## src/rtl/trap_pkg.sv

```systemverilog
// Shared definitions for the trap commit block: CSR addresses, mstatus fields,
// privilege encodings and the redirect FSM state type.
package trap_pkg;
  localparam logic [11:0] CSR_MSTATUS = 12'h300;
  localparam logic [11:0] CSR_MTVEC   = 12'h305;
  localparam logic [11:0] CSR_MEPC    = 12'h341;
  localparam logic [11:0] CSR_MCAUSE  = 12'h342;
  localparam logic [11:0] CSR_TRAPCNT = 12'h7C0;

  localparam int MSTATUS_MIE    = 3;
  localparam int MSTATUS_MPIE   = 7;
  localparam int MSTATUS_MPP_LO = 11;

  localparam logic [1:0] MODE_U = 2'b00;
  localparam logic [1:0] MODE_M = 2'b11;

  typedef enum logic [1:0] {
    ST_IDLE     = 2'd0,
    ST_REDIRECT = 2'd1,
    ST_DRAIN    = 2'd2
  } state_t;

  // Only U and M exist, so any other MPP value collapses to U.
  function automatic logic [1:0] warl_mpp(input logic [1:0] v);
    return (v == MODE_M) ? MODE_M : MODE_U;
  endfunction
endpackage

```

## src/rtl/trap_csr_regs.sv

```systemverilog
// Machine trap CSR storage, WARL write masking, read mux and privilege mode.
// Optional accepted-trap counter at 0x7C0 when TRAP_COUNTER_EN is defined.
module trap_csr_regs
  import trap_pkg::*;
(
  input  logic        i_clk,
  input  logic        i_rst,
  input  logic        i_trap,
  input  logic        i_xret,
  input  logic        i_wren,
  input  logic [11:0] i_addr,
  input  logic [31:0] i_wdata,
  input  logic [31:0] i_trap_pc,
  input  logic [31:0] i_trap_code,
  output logic [31:0] o_rdata,
  output logic [1:0]  o_mode,
  output logic        o_mie,
  output logic [31:0] o_mtvec,
  output logic [31:0] o_mepc
);
  logic        r_mie;
  logic        r_mpie;
  logic [1:0]  r_mpp;
  logic [1:0]  r_mode;
  logic [31:0] r_mepc;
  logic [31:0] r_mcause;
  logic [31:0] r_mtvec;
  logic [31:0] w_mstatus;

  always_ff @(posedge i_clk) begin
    if (i_rst) begin
      r_mie    <= 1'b0;
      r_mpie   <= 1'b0;
      r_mpp    <= MODE_U;
      r_mode   <= MODE_M;
      r_mepc   <= '0;
      r_mcause <= '0;
      r_mtvec  <= '0;
    end else if (i_trap) begin
      r_mepc   <= i_trap_pc & ~32'h3;
      r_mcause <= i_trap_code;
      r_mpie   <= r_mie;
      r_mie    <= 1'b0;
      r_mpp    <= r_mode;
      r_mode   <= MODE_M;
    end else if (i_xret) begin
      r_mode <= r_mpp;
      r_mie  <= r_mpie;
      r_mpie <= 1'b1;
      r_mpp  <= MODE_U;
    end else if (i_wren) begin
      case (i_addr)
        CSR_MSTATUS: begin
          r_mie  <= i_wdata[MSTATUS_MIE];
          r_mpie <= i_wdata[MSTATUS_MPIE];
          r_mpp  <= warl_mpp(i_wdata[MSTATUS_MPP_LO+1:MSTATUS_MPP_LO]);
        end
        // Modes 2/3 are reserved; they fall back to direct mode.
        CSR_MTVEC:  r_mtvec  <= (i_wdata[1:0] >= 2'd2) ? (i_wdata & ~32'h3) : i_wdata;
        CSR_MEPC:   r_mepc   <= i_wdata & ~32'h3;
        CSR_MCAUSE: r_mcause <= i_wdata;
        default: ;
      endcase
    end
  end

`ifdef TRAP_COUNTER_EN
  logic [31:0] r_trap_cnt;
  always_ff @(posedge i_clk) begin
    if (i_rst) begin
      r_trap_cnt <= '0;
    end else if (i_trap) begin
      r_trap_cnt <= r_trap_cnt + 32'd1;
    end else if (i_wren && i_addr == CSR_TRAPCNT) begin
      r_trap_cnt <= i_wdata;
    end
  end
`endif

  always_comb begin
    w_mstatus = '0;
    w_mstatus[MSTATUS_MIE] = r_mie;
    w_mstatus[MSTATUS_MPIE] = r_mpie;
    w_mstatus[MSTATUS_MPP_LO+1:MSTATUS_MPP_LO] = r_mpp;
  end

  always_comb begin
    o_rdata = '0;
    case (i_addr)
      CSR_MSTATUS: o_rdata = w_mstatus;
      CSR_MTVEC:   o_rdata = r_mtvec;
      CSR_MEPC:    o_rdata = r_mepc;
      CSR_MCAUSE:  o_rdata = r_mcause;
`ifdef TRAP_COUNTER_EN
      CSR_TRAPCNT: o_rdata = r_trap_cnt;
`endif
      default:     o_rdata = '0;
    endcase
  end

  assign o_mode  = r_mode;
  assign o_mie   = r_mie;
  assign o_mtvec = r_mtvec;
  assign o_mepc  = r_mepc;
endmodule

```

## src/rtl/trap_commit.sv

```systemverilog
// Commits trap / xRET decisions: redirect strobe, multi-cycle flush and CSR updates.
// Define TRAP_COUNTER_EN to add the accepted-trap counter CSR at 0x7C0.
module trap_commit
  import trap_pkg::*;
#(
  parameter int FLUSH_CYCLES = 2
) (
  input  logic        CLK,
  input  logic        RST,
  input  logic        MMU_WAIT,
  input  logic        TRAP_EN,
  input  logic [31:0] TRAP_PC,
  input  logic [31:0] TRAP_CODE,
  input  logic [31:0] TRAP_JMP_TO,
  input  logic        CHMODE_DO,
  input  logic [1:0]  CHMODE_TRANS_TO,
  input  logic        CSR_WREN,
  input  logic [11:0] CSR_ADDR,
  input  logic [31:0] CSR_WDATA,
  output logic [31:0] CSR_RDATA,
  output logic        FLUSH,
  output logic        JMP_EN,
  output logic [31:0] NEW_PC,
  output logic [1:0]  MODE,
  output logic        INT_ALLOW,
  output logic [1:0]  TRAP_VEC_MODE,
  output logic [31:0] TRAP_VEC_BASE,
  output logic [1:0]  DBG_STATE
);
  // Handshake: an event or CSR write is taken on a rising edge where the FSM is
  // IDLE and MMU_WAIT is low; anything presented at other times is dropped.
  state_t      r_state;
  logic        r_flush;
  logic        r_jmp;
  logic [31:0] r_new_pc;
  logic [3:0]  r_cnt;

  logic        w_accept;
  logic        w_trap;
  logic        w_xret;
  logic        w_csr_we;
  logic        w_mie;
  logic [31:0] w_mtvec;
  logic [31:0] w_mepc;
  logic        w_unused_ok;

  assign w_accept = (r_state == ST_IDLE) && !MMU_WAIT;
  assign w_trap   = w_accept && TRAP_EN;
  assign w_xret   = w_accept && CHMODE_DO && !TRAP_EN;
  assign w_csr_we = w_accept && CSR_WREN && !TRAP_EN && !CHMODE_DO;
  // The return mode always comes from MPP, so the requested mode is informational.
  assign w_unused_ok = ^CHMODE_TRANS_TO;

  trap_csr_regs u_csr (
    .i_clk       (CLK),
    .i_rst       (RST),
    .i_trap      (w_trap),
    .i_xret      (w_xret),
    .i_wren      (w_csr_we),
    .i_addr      (CSR_ADDR),
    .i_wdata     (CSR_WDATA),
    .i_trap_pc   (TRAP_PC),
    .i_trap_code (TRAP_CODE),
    .o_rdata     (CSR_RDATA),
    .o_mode      (MODE),
    .o_mie       (w_mie),
    .o_mtvec     (w_mtvec),
    .o_mepc      (w_mepc)
  );

  always_ff @(posedge CLK) begin
    if (RST) begin
      r_state  <= ST_IDLE;
      r_flush  <= 1'b0;
      r_jmp    <= 1'b0;
      r_new_pc <= '0;
      r_cnt    <= '0;
    end else begin
      r_jmp <= 1'b0;
      case (r_state)
        ST_IDLE: begin
          if (w_trap || w_xret) begin
            r_state  <= ST_REDIRECT;
            r_jmp    <= 1'b1;
            r_flush  <= 1'b1;
            r_new_pc <= w_trap ? TRAP_JMP_TO : w_mepc;
          end
        end
        ST_REDIRECT: begin
          if (FLUSH_CYCLES <= 1) begin
            r_state <= ST_IDLE;
            r_flush <= 1'b0;
          end else begin
            r_state <= ST_DRAIN;
            r_cnt   <= 4'(FLUSH_CYCLES - 1);
          end
        end
        ST_DRAIN: begin
          if (r_cnt <= 4'd1) begin
            r_state <= ST_IDLE;
            r_flush <= 1'b0;
            r_cnt   <= '0;
          end else begin
            r_cnt <= r_cnt - 4'd1;
          end
        end
        default: begin
          r_state <= ST_IDLE;
          r_flush <= 1'b0;
        end
      endcase
    end
  end

  assign FLUSH         = r_flush;
  assign JMP_EN        = r_jmp;
  assign NEW_PC        = r_new_pc;
  assign INT_ALLOW     = w_mie && (r_state == ST_IDLE);
  assign TRAP_VEC_MODE = w_mtvec[1:0];
  assign TRAP_VEC_BASE = {w_mtvec[31:2], 2'b00};
  assign DBG_STATE     = r_state;
endmodule

```

## config.mk

```make
export PLATFORM = sky130hd
export DESIGN_NAME = trap_commit
export DESIGN_NICKNAME = d
export VERILOG_FILES = /design/src/rtl/trap_pkg.sv /design/src/rtl/trap_csr_regs.sv /design/src/rtl/trap_commit.sv
export SDC_FILE = /design/constraint.sdc
export NUM_CORES = 1
export LEC_CHECK = 0
export BUFFER_PORTS_ARGS = -buffer_cell sky130_fd_sc_hd__clkbuf_2
export CAP_MARGIN = 0
export CELL_PAD_IN_SITES_DETAIL_PLACEMENT = 1
export CELL_PAD_IN_SITES_GLOBAL_PLACEMENT = 1
export CORE_ASPECT_RATIO = 0.75
export CORE_MARGIN = 2
export CORE_UTILIZATION = 30
export CTS_CLUSTER_DIAMETER = 30
export DETAILED_ROUTE_END_ITERATION = 8
export HOLD_SLACK_MARGIN = 0.06
export PLACE_DENSITY = 0.71
export SETUP_SLACK_MARGIN = 0.15
export SLEW_MARGIN = 25
export SYNTH_ARGS = -nofsm -noshare
export SYNTH_HDL_FRONTEND = slang
export SYNTH_SLANG_ARGS = --single-unit
```

## constraint.sdc

```tcl
create_clock -name CLK -period 3.8 [get_ports CLK]
set_input_delay 0.76 -clock CLK [delete_from_list [all_inputs] [get_ports CLK]]
set_output_delay 0.76 -clock CLK [all_outputs]
set_load 0.1 [all_outputs]
```

==> reports/metrics.cfg, run 1 <==
[synth]
synth-main-ff-cell=dfxtp_1
synth-edff-count=0
synth_area_mm2=0.007078
ys_warn_count=0
synth-async-reset-ratio_pct=0
yosysSeqAreaShare_pct=39.60
synth_cells=856
synth_cell_types=45
ys_seq_elements=140
avgSynthCellArea_um2=8.269

[sta]
tns_ns=0
setup_viol=0
worst_hold_slack_ns=0.4847
worst_pin_slew_ns=0.7671
slew-limit-headroom_pct=48.71
hold_violations=0
fmax_mhz=302.5
skew_ns=0.01002
grt_setup_unrepaired=false
setup_ws_ns=0.4942
period_share_pct=86.99
period_needed_ns=3.306
final_max_slew_viol_count=0

[grt]
grt_pass1_vias=7555
globalRoute.totalOverflow=0
grt_max_degree=62
grt_first_pass_wirelength_mm=44.89
antenna_found_initial=2
groute.usage.overall_pct=23.54

[cts]
cts_tree=done
ctsHoldBuffers=0
clkSinkCount=140
root_buffer=clkbuf_16
cts_buffers=17
cts_resized=0
post_cts_buffers=0
clk_latency_ns=0.42
clk_transition_reported_paths_ns=0.06
clk_path_buf_depth=2
cts_max_level=4

[floorplanning]
dieWidth_um=181.4
rows=48
die_h_um=137.0
pin_count=253
start_util_pct=30.69
die-area_mm2=0.02485
core_area_mm2=0.02306

[outcome]
status=completed

[critical_path]
crit_fanout=24
start_kind=primary input
crit_type=primary input to output pin
crit_path_end_kind=output pin
cp.required_ns=3.04
cp.arrival_ns=2.55

[layout]
area_growth_syn_to_layout_pct=35.16
drive_gt1_share_pct=30.32
fillers=2802
layout_commonest_cell=clkbuf_2
final_nets=1213
final_cell_mix=213 x clkbuf_2, 140 x dfxtp_1, 94 x nand2_1

[placement]
io_buffers=246
dp_hpwl_mm=21.17
pre_cts_ws_ns=0.5435
gp_congestion=0.8217

[pwr]
p_per_area_mw_per_mm2=467.8
p_leak_nw=3.778
irDropWorstVdd_uv=284.9

[detailed_routing]
drc_errors=0
wire_per_inst_um=21.17
drtPass1Iterations=5
vias=7616
vias_per_cell=5.543
drtIter0Drc=523
wirelength_mm=29.09
ant_nets=0

[flow_run]
drv_cap=0

[min_path]
hold_path_class=register to register

## per-stage QoR
stage | util, % | cell area (µm²) | power, mW | cells
after floorplan | - | 7082 | 2.595 | 857
after global placement | 39.13 | 9025 | 2.918 | 1340
after detailed placement | 39.13 | 9025 | 2.944 | 1340
after CTS | 41.46 | 9562 | 4.507 | 1372
after global routing | 41.47 | 9564 | 4.682 | 1373
final | 41.48 | 9567 | 4.475 | 1374
## metal layers
layer  wire (µm)  up-vias  GRT usage (%)
li1            -     3599              -
met3        1833       32          5.588
met1       14490     3709          34.25
met4         389        0          6.278
met5           0        -              0
met2       12380      276          34.57
## synth_stat cells (all sizes together) (5+ instances only)
library cell	count	area share [%]
dfxtp	140	40
nand2	94	5.0
nand3	78	5.7
nor2	73	3.9
o21ai	70	4.9
a311oi	63	7.8
a211oi	59	6.3
clkbuf	49	2.6
a21oi	44	3.1
buf	44	4.2
mux2i	28	4.0
a22o	16	2.0
a21o	15	1.6
a22oi	15	1.6
inv	7	0.37
nor2b	7	0.62
ha	6	1.1
nor3	5	0.51
## critical path, cell delays in order
cell and delay (ns):
clkbuf_2 0.10, nor2b_1 0.43, and4_2 0.36, buf_4 0.31
a22o_1 0.22, a21o_1 0.16, buf_12 0.19
## final timing paths
path                     from                 end  slack, ns  depth (start not counted)
max               CSR_ADDR[2]       CSR_RDATA[15]       0.49                          7
max reg2reg      DBG_STATE[0]  u_csr.r_mcause[25]       1.14                          7
min          u_csr.o_mtvec[1]    u_csr.o_mtvec[1]       0.48                          2
min reg2reg  u_csr.o_mtvec[1]    u_csr.o_mtvec[1]       0.48                          2
## flip-flops by register name (all words and copies together), names as in the netlist
| name | flops |
|---|---|
| DBG_STATE | 2 |
| FLUSH | 1 |
| JMP_EN | 1 |
| NEW_PC | 32 |
| r_cnt | 4 |
| u_csr.o_mepc | 30 |
| u_csr.o_mie | 1 |
| u_csr.o_mode | 2 |
| u_csr.o_mtvec | 32 |
| u_csr.r_mcause | 32 |
| u_csr.r_mpie | 1 |
| u_csr.r_mpp | 2 |
## layout make-up
| class | count | area (µm²) | share of cell area [%] |
|---|---|---|---|
| sequential | 140 | 2803 | 29.30 |
| clock inverter | 13 | 93.84 | 0.9809 |
| tap | 300 | 375.4 | 3.924 |
| timing repair buffer | 276 | 2027 | 21.19 |
| antenna | 2 | 5.005 | 0.05231 |
| multi-input combinational | 617 | 3794 | 39.65 |
| inverter | 7 | 26.28 | 0.2747 |
| clock buffer | 19 | 442.9 | 4.630 |
## kinds of logic (layout without fill, tap and decap cells)
| group | after synthesis | in the layout | synth area share, % |
|---|---|---|---|
| adder cells (fa/ha/maj) | 6 | 6 | 1.061 |
| multiplexers | 31 | 31 | 4.437 |
| other | 1 | 4 | 0.05298 |
| AO/OA/AOI/OAI | 294 | 294 | 28.69 |
| flip-flops | 140 | 140 | 39.60 |
| buffers and inverters | 100 | 315 | 7.177 |
| AND/OR/NAND/NOR | 284 | 284 | 18.99 |
## power by group
part,internal (mW),switching (mW),leakage (nW)
combinational,0.313,0.892,2.38
sequential,1.61,0.100,1.15
clock,0.855,0.705,0.256
total,2.78,1.70,3.78
Note: power is estimated with default switching activity, not from simulation.
==> inputs of run 2 (changes only) <==
Settings changed: CTS_CLUSTER_SIZE from default to 28, PLACE_DENSITY 0.71 to 0.74, SKIP_LAST_GASP from default to 1.
Clock period 3.8 ns to 2.84 ns, I/O delays scaled along.
==> run 2 against run 1 <==
  * Non-clock buffer count is 13 higher
  * Clock skew is 0.0058 ns higher
  * Global-route usage is 0.21 points higher
  * Critical endpoint is now CSR_RDATA[20]
  * First-iteration DRC count is 21% higher
  * Die area stayed put
  * Sequential share of layout area is 1.3 points lower
  * Clock-buffer cell count stayed put
  * Clock power is 42% higher
  * Cell count is 0.87% higher
  * Combinational power is 36% higher
==> reports/metrics.cfg, run 2 (same netlist as run 1, synthesis figures left out) <==
[outcome]
status=completed

[cts]
ctsHoldBuffers=0
cts_max_level=4
cts_buffers=17
clk_latency_ns=0.42
clkSinkCount=140
clk_path_buf_depth=2
cts_tree=done
clk_transition_reported_paths_ns=0.07
root_buffer=clkbuf_16

[critical_path]
crit_family=buffers and inverters
cp_cell_sequence=clkbuf_2 -> nor4_4 -> buf_4 -> and4_4 -> buf_12 -> a22o_1 -> a21o_4 -> buf_12
cp.required_ns=2.27
crit_path_end_kind=output pin
cp_num_buf_inv=4
crit_type=primary input to output pin
worstRegToRegCells=7
critPathLaunch=CSR_ADDR[3]
cp.arrival_ns=2.04
cp_slowest_stage_delay_ns=0.30
crit_fanout=13
start_kind=primary input
reg2reg_from=DBG_STATE[0]
crit_path_frequent_cell=buf_12
worstSetupPathDepth=8
cp_slowest_cell=and4_4

[grt]
antenna_found_initial=2
groute.usage.overall_pct=23.76
grt.busiest_layer=met2
globalRoute.totalOverflow=0
gr-usage-met3_pct=5.535
globalRouteMet1Util_pct=34.55
grt_pass1_vias=7747
use_met2_pct=35.36
grt_max_degree=68
grt_first_pass_wirelength_mm=45.51

[pwr]
p_sw_share_pct=37.60
p_leak_nw=3.867
comb_power_share_pct=26.6
internal-power_mw=3.842
clkPwrFrac_pct=36.0
pwr-share-seq_pct=37.3
irDropWorstVdd_uv=376.5
p_per_area_mw_per_mm2=614.5
switching_power_mw=2.315

[placement]
dp_hpwl_mm=21.62
gp_congestion=0.8821
io_buffers=246

[sta]
slew-limit-headroom_pct=59.98
period_share_pct=92.01
setup_viol=0
skew_ns=0.01578
fmax_mhz=382.7
final_max_slew_viol_count=0
hold_violations=0
worst_pin_slew_ns=0.6029
grt_setup_unrepaired=false
period_needed_ns=2.613
worst_hold_slack_ns=0.3965
tns_ns=0

[detailed_routing]
wirelength_mm=30.82
drc_errors=0
ant_nets=0
drtIter0Drc=633
vias=7740
drtPass1Iterations=5
vias_per_cell=5.584
wire_per_inst_um=22.24

[layout]
final_nets=1226
layout_commonest_cell=clkbuf_2
drive_gt1_share_pct=34.19
area_growth_syn_to_layout_pct=41.54
final_cell_mix=213 x clkbuf_2, 140 x dfxtp_1, 82 x nand2_1

[flow_run]
drv_cap=0

[floorplanning]
die-area_mm2=0.02485
die_h_um=137.0
start_util_pct=30.69
core_area_mm2=0.02306
rows=48
pin_count=253
dieWidth_um=181.4

[min_path]
hold_path_startpoint=TRAP_JMP_TO[7]
hold_path_class=primary input to register
hold-path-cell-count=3

-- run 2: cell count changes in the layout (fill, tap and decap cells not counted), moves of 4 or more --
cell / previous run / this run
nand2_1: 94 / 82
nand2_4: 0 / 9
clkbuf_16: 17 / 22
a221o_1: 4 / 0
a221o_2: 0 / 4
a21o_2: 0 / 4
a21o_1: 15 / 1
a21o_4: 0 / 10
buf_12: 39 / 44
-- run 2: through the flow --
step                instances  instance area [µm²]  power [mW]  util, %  setup slack [ns]
floorplan                 857                 7244       3.475        -           0.08121
global placement         1344                 9280       3.929    40.24            0.1153
detailed placement       1344                 9280       3.974    40.24           0.09655
CTS                      1377                 9861       6.205    42.76            0.2055
global route             1385                10020       6.430    43.43            0.1543
finish                   1386                10020       6.157    43.44            0.2270
-- run 2: area by class of cell --
cell class,instances,area (µm²)
diodes,1,2.502
clock buffers,19,442.9
clock inverters,13,128.9
fillers,2727,13040
inverters,7,26.28
multi-input cells,617,3961
flip-flops and latches,140,2803
well taps,300,375.4
repair buffers,289,2278
-- run 2: repair_timing --
item / in CTS / in global routing
gates cloned: 0 / 5
pin swaps: 1 / 0
gates resized for setup: 1 / 4
endpoints found under the setup margin: 22 / 23
buffers inserted: 1 / 3
-- run 2: metal layers --
metal	up-vias	routed length, µm
li1	3622	-
met1	3798	15130
met2	288	13300
met3	30	2041
met4	2	345
met5	-	13
-- run 2: power groups by stage --
stage | logic, mW | registers [mW] | clock network [mW]
6_report | 1.64 | 2.30 | 2.22
5_1_grt | 1.75 | 2.32 | 2.36
4_1_cts | 1.64 | 2.29 | 2.27
3_5_place_dp | 1.64 | 2.34 | 0
3_3_place_gp | 1.60 | 2.33 | 0
2_1_floorplan | 0.631 | 2.84 | 0
-- run 2: worst paths after layout --
path / to / slack (ns)
worst max-delay path: CSR_RDATA[20] / 0.23
worst min-delay path: NEW_PC[7] / 0.40
worst max register to register: u_csr.r_mcause[29] / 0.48
worst min register to register: u_csr.o_mtvec[1] / 0.48
-- run 2: worst min-delay path: cells and delay by family --
| family | cells | cell delay, ns |
|---|---|---|
| buf+inv | 1 | 0.08 |
| compound gates | 1 | 0.07 |
| simple gates | 1 | 0.05 |
==> inputs of run 3 (changes only) <==
Settings changed: RECOVER_POWER from default to 50.
==> run 3 against run 2 <==
  * Die area stayed put
  * Flip-flop and latch count stayed put
  * Worst hold slack better by 0.00075 ns
  * Register-to-register slack worse by 0.22 ns
  * Non-clock buffer count stayed put
  * Clock skew is 0.0019 ns lower
  * Largest cell class unchanged
  * Highest routed layer unchanged
==> reports/metrics.cfg, run 3 (same netlist as run 1, synthesis figures left out) <==
[sta]
slew-limit-headroom_pct=14.68
worst_hold_slack_ns=0.3973
period_needed_ns=2.620
setup_viol=0
final_max_slew_viol_count=0
period_share_pct=92.26
worst_pin_slew_ns=1.285
grt_setup_unrepaired=false
skew_ns=0.01392
fmax_mhz=381.7
tns_ns=0
hold_violations=0

[min_path]
hold_path_startpoint=TRAP_JMP_TO[7]
whs_endpoint=NEW_PC[7]
hold-path-cell-count=3
hold_path_class=primary input to register

[placement]
placed_cell_area_mm2=0.009280
gp_congestion=0.8821
dp_hpwl_mm=21.62
io_buffers=246

[floorplanning]
rows=48
core_area_mm2=0.02306
die_h_um=137.0
pin_count=253
die-area_mm2=0.02485
start_util_pct=30.69
dieWidth_um=181.4

[cts]
clk_latency_ns=0.42
clkSinkCount=140
ctsHoldBuffers=0
cts_buffers=17
clk_transition_reported_paths_ns=0.07
cts_max_level=4
clk_path_buf_depth=2
cts_tree=done
root_buffer=clkbuf_16

[pwr]
p_per_area_mw_per_mm2=619.2
internal-power_mw=3.808
p_sw_share_pct=37.79
p_leak_nw=3.611
clkPwrFrac_pct=36.2
irDropWorstVdd_uv=378.5
comb_power_share_pct=26.2
switching_power_mw=2.313
pwr-share-seq_pct=37.6
p_total_mw=6.121

[layout]
area_growth_syn_to_layout_pct=39.65
layout_commonest_cell=clkbuf_2
fillers=2757
drive_gt1_share_pct=27.37
fin_area_mm2=0.009884
final_nets=1226
final_cell_mix=147 x clkbuf_2, 140 x dfxtp_1, 82 x nand2_1

[critical_path]
start_kind=primary input
crit_type=primary input to output pin
crit_path_end_kind=output pin
rrSetupSlack_ns=0.26
reg2reg_from=DBG_STATE[0]
cp.required_ns=2.27
crit_path_frequent_cell=buf_12
reg2reg_to=u_csr.o_mepc[30]
worstRegToRegCells=7
crit_fanout=13
cp.arrival_ns=2.05
cp_cell_sequence=clkbuf_2 -> nor4_4 -> buf_4 -> and4_4 -> buf_12 -> a22o_1 -> a21o_4 -> buf_12
cp_slowest_stage_delay_ns=0.30
cp_slowest_cell=and4_4

[grt]
antenna_found_initial=2
grt_max_degree=68
grt_pass1_vias=7747
globalRoute.totalOverflow=0
groute.usage.overall_pct=23.76
grt_first_pass_wirelength_mm=45.51

[detailed_routing]
drtIter0Drc=561
vias_per_cell=5.603
dr_wl_met2_mm=13.36
ant_nets=0
wire_per_inst_um=22.33
dr_wl_met3_mm=2.055
drtPass1Iterations=5
drc_errors=0
wirelength_mm=30.96
met1_length_mm=15.19
vias=7766
top_layer_used=met5

[outcome]
status=completed

[flow_run]
drv_cap=0

==> run 3: cell types whose count changed in the layout (fill, tap and decap cells not counted), sizes merged <==
cell / change
buf: -6
clkbuf: +6
==> run 3: power by group through the flow <==
| stage | registers [mW] | logic [mW] | clock network (mW) |
|---|---|---|---|
| after global routing | 2.32 | 1.71 | 2.36 |
| after CTS | 2.29 | 1.64 | 2.27 |
| after detailed placement | 2.34 | 1.64 | 0 |
| after floorplan | 2.84 | 0.631 | 0 |
| final | 2.30 | 1.60 | 2.22 |
| after global placement | 2.33 | 1.60 | 0 |
==> run 3: layout make-up <==
class | instances | area, µm² | area share [%]
multi-input combinational | 617 | 3958 | 40.04
clock buffer | 19 | 442.9 | 4.481
clock inverter | 13 | 128.9 | 1.304
timing repair buffer | 289 | 2148 | 21.73
inverter | 7 | 26.28 | 0.2658
antenna | 1 | 2.502 | 0.02532
tap | 300 | 375.4 | 3.797
sequential | 140 | 2803 | 28.35
==> run 3: critical path: cells and delay by family <==
family | cells | cell delay (ns)
AO/OA/AOI/OAI | 2 | 0.29
AND/OR/NAND/NOR | 2 | 0.56
buffers and inverters | 4 | 0.61
==> run 3: worst max path at each step <==
| stage | start | to | slack (ns) | depth (start not counted) |
|---|---|---|---|---|
| 2_1_floorplan | CSR_ADDR[5] | CSR_RDATA[14] | 0.08 | 6 |
| 3_3_place_gp | CSR_ADDR[5] | CSR_RDATA[6] | 0.12 | 7 |
| 3_5_place_dp | CSR_ADDR[5] | CSR_RDATA[6] | 0.1 | 7 |
| 4_1_cts | CSR_ADDR[3] | CSR_RDATA[6] | 0.21 | 8 |
| 5_1_grt | DBG_STATE[0] | u_csr.o_mepc[30] | 0.09 | 7 |
| 6_report | CSR_ADDR[3] | CSR_RDATA[20] | 0.22 | 8 |
==> run 3: repair_timing <==
item / in CTS / in global routing
cloned: 0 / 5
setup buffers: 1 / 3
pin swaps: 1 / 0
setup endpoints to repair: 22 / 23
resized for setup: 1 / 4
==> run 3: layer usage <==
metal | global-route usage [%] | vias up
met3 | 5.535 | 28
met5 | 0 | -
met4 | 5.556 | 2
met1 | 34.55 | 3828
li1 | - | 3619
met2 | 35.36 | 289
==> run 3: metrics by stage <==
stage	std cells	setup WS (ns)	util, %
global placement	1344	0.1153	40.24
global route	1385	0.09464	42.85
finish	1386	0.2199	42.86
CTS	1377	0.2055	42.76
detailed placement	1344	0.09655	40.24
floorplan	857	0.08121	-
